## src/rtl/comm_uart_tx.sv

```systemverilog
// UART transmit back-end: a small FIFO absorbs packets from the channel multiplexer and
// a serializer shifts each one out as start bit, PACKET_SIZE data bits LSB first, stop bit.
module comm_uart_tx #(
  parameter int PACKET_SIZE    = 8,
  parameter int CLK_FREQ       = 100000000,
  parameter int BAUD_RATE      = 115200,
  parameter int FIFO_DEPTH_BIT = 4
) (
  input  logic                   CLK,
  input  logic                   RST_N,
  input  logic                   send_flag,
  input  logic [PACKET_SIZE-1:0] send_data,
  output logic                   sendable,
  output logic                   tx,
  output logic                   tx_busy,
  output logic                   overflow
);

  localparam int DIV    = CLK_FREQ / BAUD_RATE;
  localparam int DEPTH  = 1 << FIFO_DEPTH_BIT;
  localparam int BAUD_W = $clog2(DIV);
  localparam int BIT_W  = $clog2(PACKET_SIZE);
  localparam int CNT_W  = FIFO_DEPTH_BIT + 1;

  localparam logic [BAUD_W-1:0] BAUD_LAST  = BAUD_W'(DIV - 1);
  localparam logic [BIT_W-1:0]  BIT_LAST   = BIT_W'(PACKET_SIZE - 1);
  localparam logic [CNT_W-1:0]  FULL       = CNT_W'(DEPTH);
  localparam logic [CNT_W-1:0]  SEND_LIMIT = CNT_W'(DEPTH - 2);

  typedef enum logic [1:0] {IDLE, START, DATA, STOP} state_t;

  state_t                    state;
  state_t                    state_next;
  logic [PACKET_SIZE-1:0]    mem [DEPTH];
  logic [FIFO_DEPTH_BIT-1:0] wr_ptr;
  logic [FIFO_DEPTH_BIT-1:0] rd_ptr;
  logic [CNT_W-1:0]          count;
  logic [PACKET_SIZE-1:0]    shift;
  logic [BAUD_W-1:0]         baud_cnt;
  logic [BIT_W-1:0]          bit_cnt;
  logic                      baud_tick;
  logic                      pop;
  logic                      push;
  logic                      tx_next;

  assign baud_tick = (baud_cnt == BAUD_LAST);
  assign pop       = (state == IDLE) && (count != '0);
  // A pop on the same edge frees a slot, so a write to a full FIFO is still accepted then.
  assign push      = send_flag && ((count != FULL) || pop);
  assign sendable  = (count <= SEND_LIMIT);
  assign tx_busy   = (count != '0) || (state != IDLE);

  always_ff @(posedge CLK or negedge RST_N) begin
    if (!RST_N) state <= IDLE;
    else        state <= state_next;
  end

  always_comb begin
    state_next = state;
    case (state)
      IDLE:    if (count != '0) state_next = START;
      START:   if (baud_tick) state_next = DATA;
      DATA:    if (baud_tick && (bit_cnt == BIT_LAST)) state_next = STOP;
      STOP:    if (baud_tick) state_next = IDLE;
      default: state_next = IDLE;
    endcase
  end

  always_comb begin
    tx_next = 1'b1;
    case (state)
      START:   tx_next = 1'b0;
      DATA:    tx_next = shift[0];
      default: tx_next = 1'b1;
    endcase
  end

  always_ff @(posedge CLK) begin
    if (push) mem[wr_ptr] <= send_data;
  end

  always_ff @(posedge CLK or negedge RST_N) begin
    if (!RST_N) begin
      wr_ptr   <= '0;
      rd_ptr   <= '0;
      count    <= '0;
      overflow <= 1'b0;
    end else begin
      if (push) wr_ptr <= wr_ptr + 1'b1;
      if (pop)  rd_ptr <= rd_ptr + 1'b1;
      if (push && !pop)      count <= count + 1'b1;
      else if (pop && !push) count <= count - 1'b1;
      if (send_flag && !push) overflow <= 1'b1;
    end
  end

  // tx is registered from the state, so the line lags the FSM by one cycle.
  always_ff @(posedge CLK or negedge RST_N) begin
    if (!RST_N) begin
      shift    <= '0;
      baud_cnt <= '0;
      bit_cnt  <= '0;
      tx       <= 1'b1;
    end else begin
      tx <= tx_next;
      case (state)
        IDLE: begin
          baud_cnt <= '0;
          if (pop) shift <= mem[rd_ptr];
        end
        START: begin
          baud_cnt <= baud_tick ? '0 : baud_cnt + 1'b1;
          bit_cnt  <= '0;
        end
        DATA: begin
          baud_cnt <= baud_tick ? '0 : baud_cnt + 1'b1;
          if (baud_tick) begin
            shift   <= shift >> 1;
            bit_cnt <= bit_cnt + 1'b1;
          end
        end
        default: begin
          baud_cnt <= baud_tick ? '0 : baud_cnt + 1'b1;
        end
      endcase
    end
  end

endmodule

```

## config.mk

```make
export PLATFORM = sky130hd
export DESIGN_NAME = comm_uart_tx
export DESIGN_NICKNAME = d
export VERILOG_FILES = /design/src/rtl/comm_uart_tx.sv
export SDC_FILE = /design/constraint.sdc
export NUM_CORES = 1
export LEC_CHECK = 0
export BUFFER_PORTS_ARGS = -buffer_cell sky130_fd_sc_hd__clkbuf_2
export CORE_ASPECT_RATIO = 1.4
export CORE_MARGIN = 10
export CORE_UTILIZATION = 67
export CTS_CLUSTER_SIZE = 16
export DETAILED_ROUTE_END_ITERATION = 8
export PLACE_DENSITY_LB_ADDON = 0.1
export SYNTH_ARGS = -nofsm -noshare
export SYNTH_HDL_FRONTEND = slang
export SYNTH_SLANG_ARGS = --single-unit
```

## constraint.sdc

```tcl
create_clock -name CLK -period 5 [get_ports CLK]
set_input_delay 1 -clock CLK [delete_from_list [all_inputs] [get_ports CLK]]
set_output_delay 1 -clock CLK [all_outputs]
set_load 0.01 [all_outputs]
```

# --- Yosys cells after proc, flatten, opt, wreduce, memory -nomap -nowiden ---
# Memories as Yosys holds them, arrays and structs flattened.
# Cells that the tools add are included.
classes:
  n_reduce_logical: 19
  n_addsub: 6
  n_eq_ne: 12
  n_lt_le_gt_ge: 1
  n_mux: 17
ops:
  columns: ["operator", "n"]
  rows:
  - ["$mux W10", 2]
  - ["$mux W8", 2]
  - ["$pmux W8 S2", 1]
  - ["$add A10 B1 Y10 const B", 1]
  - ["$eq A10 B10 Y1 const B", 1]
  - ["$mux W5", 2]
  - ["$ne A2 B2 Y1 const B", 5]
  - ["$add A4 B1 Y4 const B", 2]
  - ["$mux W2", 4]
  - ["$pmux W2 S4", 1]
  - ["$reduce_bool A2 Y1", 4]
  - ["$logic_and A1 B1 Y1", 6]
  - ["$pmux W3 S2", 1]
  - ["$add A5 B1 Y5 const B", 1]
  - ["$le A5 B4 Y1 const B", 1]
  - ["$ne A5 B5 Y1 const B", 1]
  - ["$reduce_bool A5 Y1", 1]
  - ["$sub A5 B1 Y5 const B", 1]
  - ["$eq A2 B2 Y1 const B", 2]
  - ["$reduce_and A4 Y1", 1]
  - ["$add A3 B1 Y3 const B", 1]
  - ["$eq A3 B3 Y1 const B", 1]
  - ["$mux W3", 1]
  - ["$reduce_and A3 Y1", 1]
  - ["8 further kinds", 11]
totals:
  ram_bits: 128
  ff_bits: 38
  input_bits: 11
  memories: 1
  output_inout_bits: 4
  wordCells: 65
mem_list:
  columns: ["name", "depth", "word_bits", "read_ports", "rd_ports_with_merged_regs", "wr", "line_no", "rtl"]
  rows:
  - ["mem", 16, 8, 1, 0, 1, "34", "logic [PACKET_SIZE-1:0] mem [DEPTH];"]

# --- Depth between registers and ports, before layout ---
logic_depth:
  depth_word: 8
  depth_mapped: 13
  depth_no_buf: 13

# --- Worst setup path before layout ---
# OpenSTA, ideal clock, no wires.
synth_timing:
  path_kind: "reg2reg"
  startpoint: "register count[0]"
  endpoint: "register count[4]"
  path_stages_with_launch: 13
  path_buffers: 0
  period_less_slack_ps: 2885
  setup_time_ps: 126
  path_slack_ps: 2115
  required_ps: 4874
  arrival_time_ps: 2759
  cell_sequence: "dfrtp_1 or4_4 or3b_4 nand2_4 inv_4 ha_1 inv_1 ha_1 a21o_1 a21oi_1 xnor2_1 nor2_1 xor2_1"
synth_between:
  elab_chain_len: 7
  word_cells_on_any_way: 14
  cone_classes: "add/sub: 2; eq/ne: 1; mux: 2; reduce/logical: 9"
synth_lines:
  columns: ["item", "line_no", "rtl"]
  rows:
  - ["from (decl)", "37", "logic [CNT_W-1:0] count;"]
  - ["from (signal assigned)", "91", "if (push && !pop) count <= count + 1'b1;"]
  - ["from (signal assigned)", "92", "else if (pop && !push) count <= count - 1'b1;"]
  - ["$reduce_bool A5 Y1", "47", "assign pop = (state == IDLE) && (count != '0);"]
  - ["$logic_and A1 B1 Y1", "47", null]
  - ["$logic_or A1 B1 Y1 (*)", "49", "assign push = send_flag && ((count != FULL) || pop);"]
  - ["$logic_and A1 B1 Y1 (*)", "49", null]
  - ["named net push", "43", "logic push;"]
  - ["$logic_not A1 Y1", "92", null]
  - ["$logic_and A1 B1 Y1", "92", null]
  - ["$reduce_bool A2 Y1 (no source line)", null, null]
# The timed path passes the listed nets; every way through them passes the cells marked *. The select of a mux whose other input is x is not followed.
# A chain may end at the register's enable or synchronous reset.

# --- Worst setup path in the final report ---
# Same ends and word-level chain as after synthesis.

==> flow_metrics.env <==
export IMPL_rows=44
export IMPL_setup_viol=0
export IMPL_synth_distinct_cells=50
export IMPL_sum_of_negative_setup_slack_ns=0
export IMPL_yosys_area_top_type_share=0.550
export IMPL_pin_count=15
export IMPL_cts_root_buf="sky130_fd_sc_hd__clkbuf_16"
export IMPL_initial_core_util=0.679
export IMPL_hold_buffers=0
export IMPL_hold_violations=0
export IMPL_detail_route_wirelength_um=12900
export IMPL_first_global_vias=3795
export IMPL_drive_above_1_share=0.168
export IMPL_nNetsFinal=481
export IMPL_cells_taking_the_most_area_after_synthesis="sky130_fd_sc_hd__edfxtp_1 (55%), sky130_fd_sc_hd__dfrtp_1 (13%), sky130_fd_sc_hd__mux4_2 (6.1%), sky130_fd_sc_hd__mux2i_1 (4.2%), sky130_fd_sc_hd__ha_1 (3.0%)"
export IMPL_required_ns=5.29
export IMPL_cts_made_buffers=17
export IMPL_crit_path_max_fanout=10
export IMPL_layout_setup_ws_ns=1.93
export IMPL_post_cts_buffers=0
export IMPL_dr_first_iter_drc_count=180
export IMPL_critPathTopFamily="simple AND/OR/NAND/NOR gates"
export IMPL_r2r_setup_slack_ns=1.93
export IMPL_max_slew_margin_rel=0.327
export IMPL_cts_resized_gates=0
export IMPL_period_minus_slack_ns=3.07
export IMPL_layout_filler_cells=659
export IMPL_die_area_mm2=0.0150
export IMPL_hold_depth=1
export IMPL_min_delay_path_class="flip-flop to flip-flop"
export IMPL_rsz0062_at_grt="false"
export IMPL_clkLatencyLatePin_ns=0.42
export IMPL_worst_ep_arrival_time_ns=3.37
export IMPL_power_density_mw_per_mm2=437
export IMPL_cp_end_kind="flip-flop"
export IMPL_final_period_utilization=0.615
export IMPL_startpoint="count[0]"
export IMPL_worst_slew_pin_slew_ns=1.01
export IMPL_grt_overflow_total=0
export IMPL_dieWidth_um=106
export IMPL_globalplace_congestion=0.820
export IMPL_track_usage=0.186
export IMPL_hold_path_end="baud_cnt[0]"
export IMPL_syn_inst=436
export IMPL_dpl_hpwl_um=8470
export IMPL_path_class="flip-flop to flip-flop"
export IMPL_cts_tree="built"
export IMPL_areaGrowthSynthToFinish_pct=10.5
export IMPL_slew_viol_final=0
export IMPL_critical_path_most_common_cell="sky130_fd_sc_hd__ha_1"
export IMPL_post_cts_clock_slew_at_the_launch_and_capture_registers_of_the_worst_setup_and_hold_paths_ns=0.07
export IMPL_yosys_warnings=0
export IMPL_postSynth_asyncResetShare=0.229
export IMPL_clk_path_buf_depth=2
export IMPL_worst_r2r_startpoint="count[0]"
export IMPL_synth_top_cell_by_area="sky130_fd_sc_hd__edfxtp_1"
export IMPL_static_leakage_power_uw=0.00270
export IMPL_place_worst_setup_slack_ns=1.92
export IMPL_max_freq_ghz=0.325
export IMPL_holdCritStartpoint="baud_cnt[0]"
export IMPL_route_vias_total=3638
export IMPL_cp_slowest_cell="sky130_fd_sc_hd__or4_4"
export IMPL_wl_per_cell_um=21.3
export IMPL_num_antenna_cells=0
export IMPL_critical_path_buffer_and_inverter_count=2
export IMPL_htree_levels=4
export IMPL_number_of_synthesized_flops_with_an_enable_pin=128
export IMPL_drt_pre_antenna_iters=5
export IMPL_path_cells="or4_4, or3b_4, nand2_4, inv_4, ha_1, inv_1, ha_1, a21o_1, a21oi_1, xnor2_1, nor2_1, xor2_1"
export IMPL_critical_path_startpoint_type="flip-flop"
export IMPL_antenna_found_initial=0
export IMPL_grt_pass1_wl_um=20800
export IMPL_postSynthRegisterBits=166
export IMPL_io_buffer_count=14
export IMPL_final_antenna_net_count=0
export IMPL_die_height_um=141
export IMPL_synthesized_net_count=465
export IMPL_syn_mean_instance_area_um2=16.0
export IMPL_sequential_element_share_of_the_synthesized_area=0.686
export IMPL_max_cap_viol_count=0
export IMPL_netlist_area_mm2=0.00699
export IMPL_ir_drop_worst_case_vdd_v=0.000369
export IMPL_critical_path_reg2reg_endpoint="count[4]"
export IMPL_synth_ff_type="sky130_fd_sc_hd__edfxtp_1"
export IMPL_fp_coreArea_mm2=0.0103
export IMPL_fin_skew_ns=0.0104
export IMPL_timing_reg2reg_worst_path_depth=12
export IMPL_outcome="completed"
export IMPL_slowest_delay_ns=0.58
export IMPL_numClockSinks=166
export IMPL_post_route_drc_count=0
export IMPL_grt_max_degree=39
export IMPL_route_detailed_vias_per_inst=6.03
report_power, final:
part	switching, uW	leakage [uW]	internal, uW
registers	82.9	0.00162	1640
clock network	543	0.000292	750
logic	210	0.000790	148
worst max path at each step:
stage,end,slack [ns],cells past startpoint
after floorplan,count[4],2.12,12
after global placement,count[4],2.01,12
after detailed placement,count[4],1.92,12
after CTS,count[4],1.89,12
after global routing,count[4],1.72,12
final,count[4],1.93,12
flip-flops by register name, summed over array words and instances, names as in the netlist, 2 cells and up:
name,count
baud_cnt,10
bit_cnt,3
count,5
mem,128
rd_ptr,4
shift,8
state,2
wr_ptr,4
through the flow:
stage                     hold WS (ns)  area (um2)  total power [uW]   util  std cells
after CTS                        0.468        7720              3390  0.750        603
after global placement           0.444        7130              2090  0.693        571
after detailed placement         0.459        7130              2110  0.693        571
after floorplan                  0.433        6990              1980      -        436
final                            0.464        7720              3370  0.750        603
after global routing             0.503        7720              3500  0.750        603
per-layer routing:
layer	global-route usage	vias up	share of wire
li1	-	1692	-
met1	0.225	1829	0.38
met2	0.316	103	0.55
met3	0.0424	14	0.059
met4	0.0715	0	0.015
met5	0	-	0
cells in the final DEF (no fill, tap or decap), types with 2 or more instances in the layout:
cell                        netlist  final
sky130_fd_sc_hd__o21ai_0          9      9
sky130_fd_sc_hd__mux2_2           2      2
sky130_fd_sc_hd__and3_1           5      5
sky130_fd_sc_hd__nor2_1          22     22
sky130_fd_sc_hd__nand3_1          8      8
sky130_fd_sc_hd__or3_1            9      9
sky130_fd_sc_hd__inv_1           14     14
sky130_fd_sc_hd__inv_6            0      6
sky130_fd_sc_hd__nor2b_1          3      3
sky130_fd_sc_hd__a21o_1           2      2
sky130_fd_sc_hd__o22ai_1          7      7
sky130_fd_sc_hd__xnor2_1         14     14
sky130_fd_sc_hd__edfxtp_1       128    128
sky130_fd_sc_hd__a22oi_1         14     14
sky130_fd_sc_hd__nand2b_1         4      4
sky130_fd_sc_hd__mux4_2          19     19
sky130_fd_sc_hd__dfrtp_1         37     36
sky130_fd_sc_hd__nor3_1           2      2
sky130_fd_sc_hd__bufinv_16        0      2
sky130_fd_sc_hd__clkinv_4         0      2
sky130_fd_sc_hd__mux2i_1         29     29
sky130_fd_sc_hd__and4_1           4      4
sky130_fd_sc_hd__a31oi_1          6      6
sky130_fd_sc_hd__a21oi_1         10     10
sky130_fd_sc_hd__inv_8            0      2
sky130_fd_sc_hd__nand2_1         19     19
sky130_fd_sc_hd__and2_1           9      9
sky130_fd_sc_hd__clkbuf_16        0     17
sky130_fd_sc_hd__xor2_1           4      4
sky130_fd_sc_hd__clkbuf_2         0     14
sky130_fd_sc_hd__ha_1            17     17
worst register-to-register path: cells and delay by family, from the launching register on:
family,cells,cell delay [ns]
XOR/XNOR,2,0.28
AO/OA/AOI/OAI,2,0.36
adder cells (fa/ha/maj),2,0.49
flip-flops,1,0.44
AND/OR/NAND/NOR,4,1.16
buffers and inverters,2,0.21
layout make-up:
class | instances | area [um2] | share of cell area
inverters | 15 | 58.8 | 0.00761
multi-input cells | 237 | 2030 | 0.262
clock inverters | 14 | 161 | 0.0209
clock buffers | 18 | 429 | 0.0556
well taps | 138 | 173 | 0.0224
flip-flops and latches | 166 | 4800 | 0.621
repair buffers | 15 | 77.6 | 0.0100
logic make-up after synthesis:
kind of cell,after synthesis,synth area share
flip-flops,166,0.686
multiplexers,50,0.106
AO/OA/AOI/OAI,53,0.0501
buffers and inverters,33,0.0240
adder cells (fa/ha/maj),18,0.0333
XOR/XNOR,18,0.0226
AND/OR/NAND/NOR,98,0.0780
synth_stat cells (all sizes together), types with 2 or more instances:
cell	count
nor3b	2
or4	2
xnor2	14
and2	9
nand2	20
o21ai	9
dfrtp	37
a31oi	7
ha	17
nand3	8
mux2	2
nand4	2
xor2	4
buf	10
nor2b	3
clkbuf	8
a21o	2
mux4	19
inv	15
and4	4
and3	6
nor2	23
edfxtp	128
nor3	2
a22oi	14
o22ai	7
mux2i	29
nand2b	4
or3	9
a21oi	11
(Power assumes the default switching activity.)
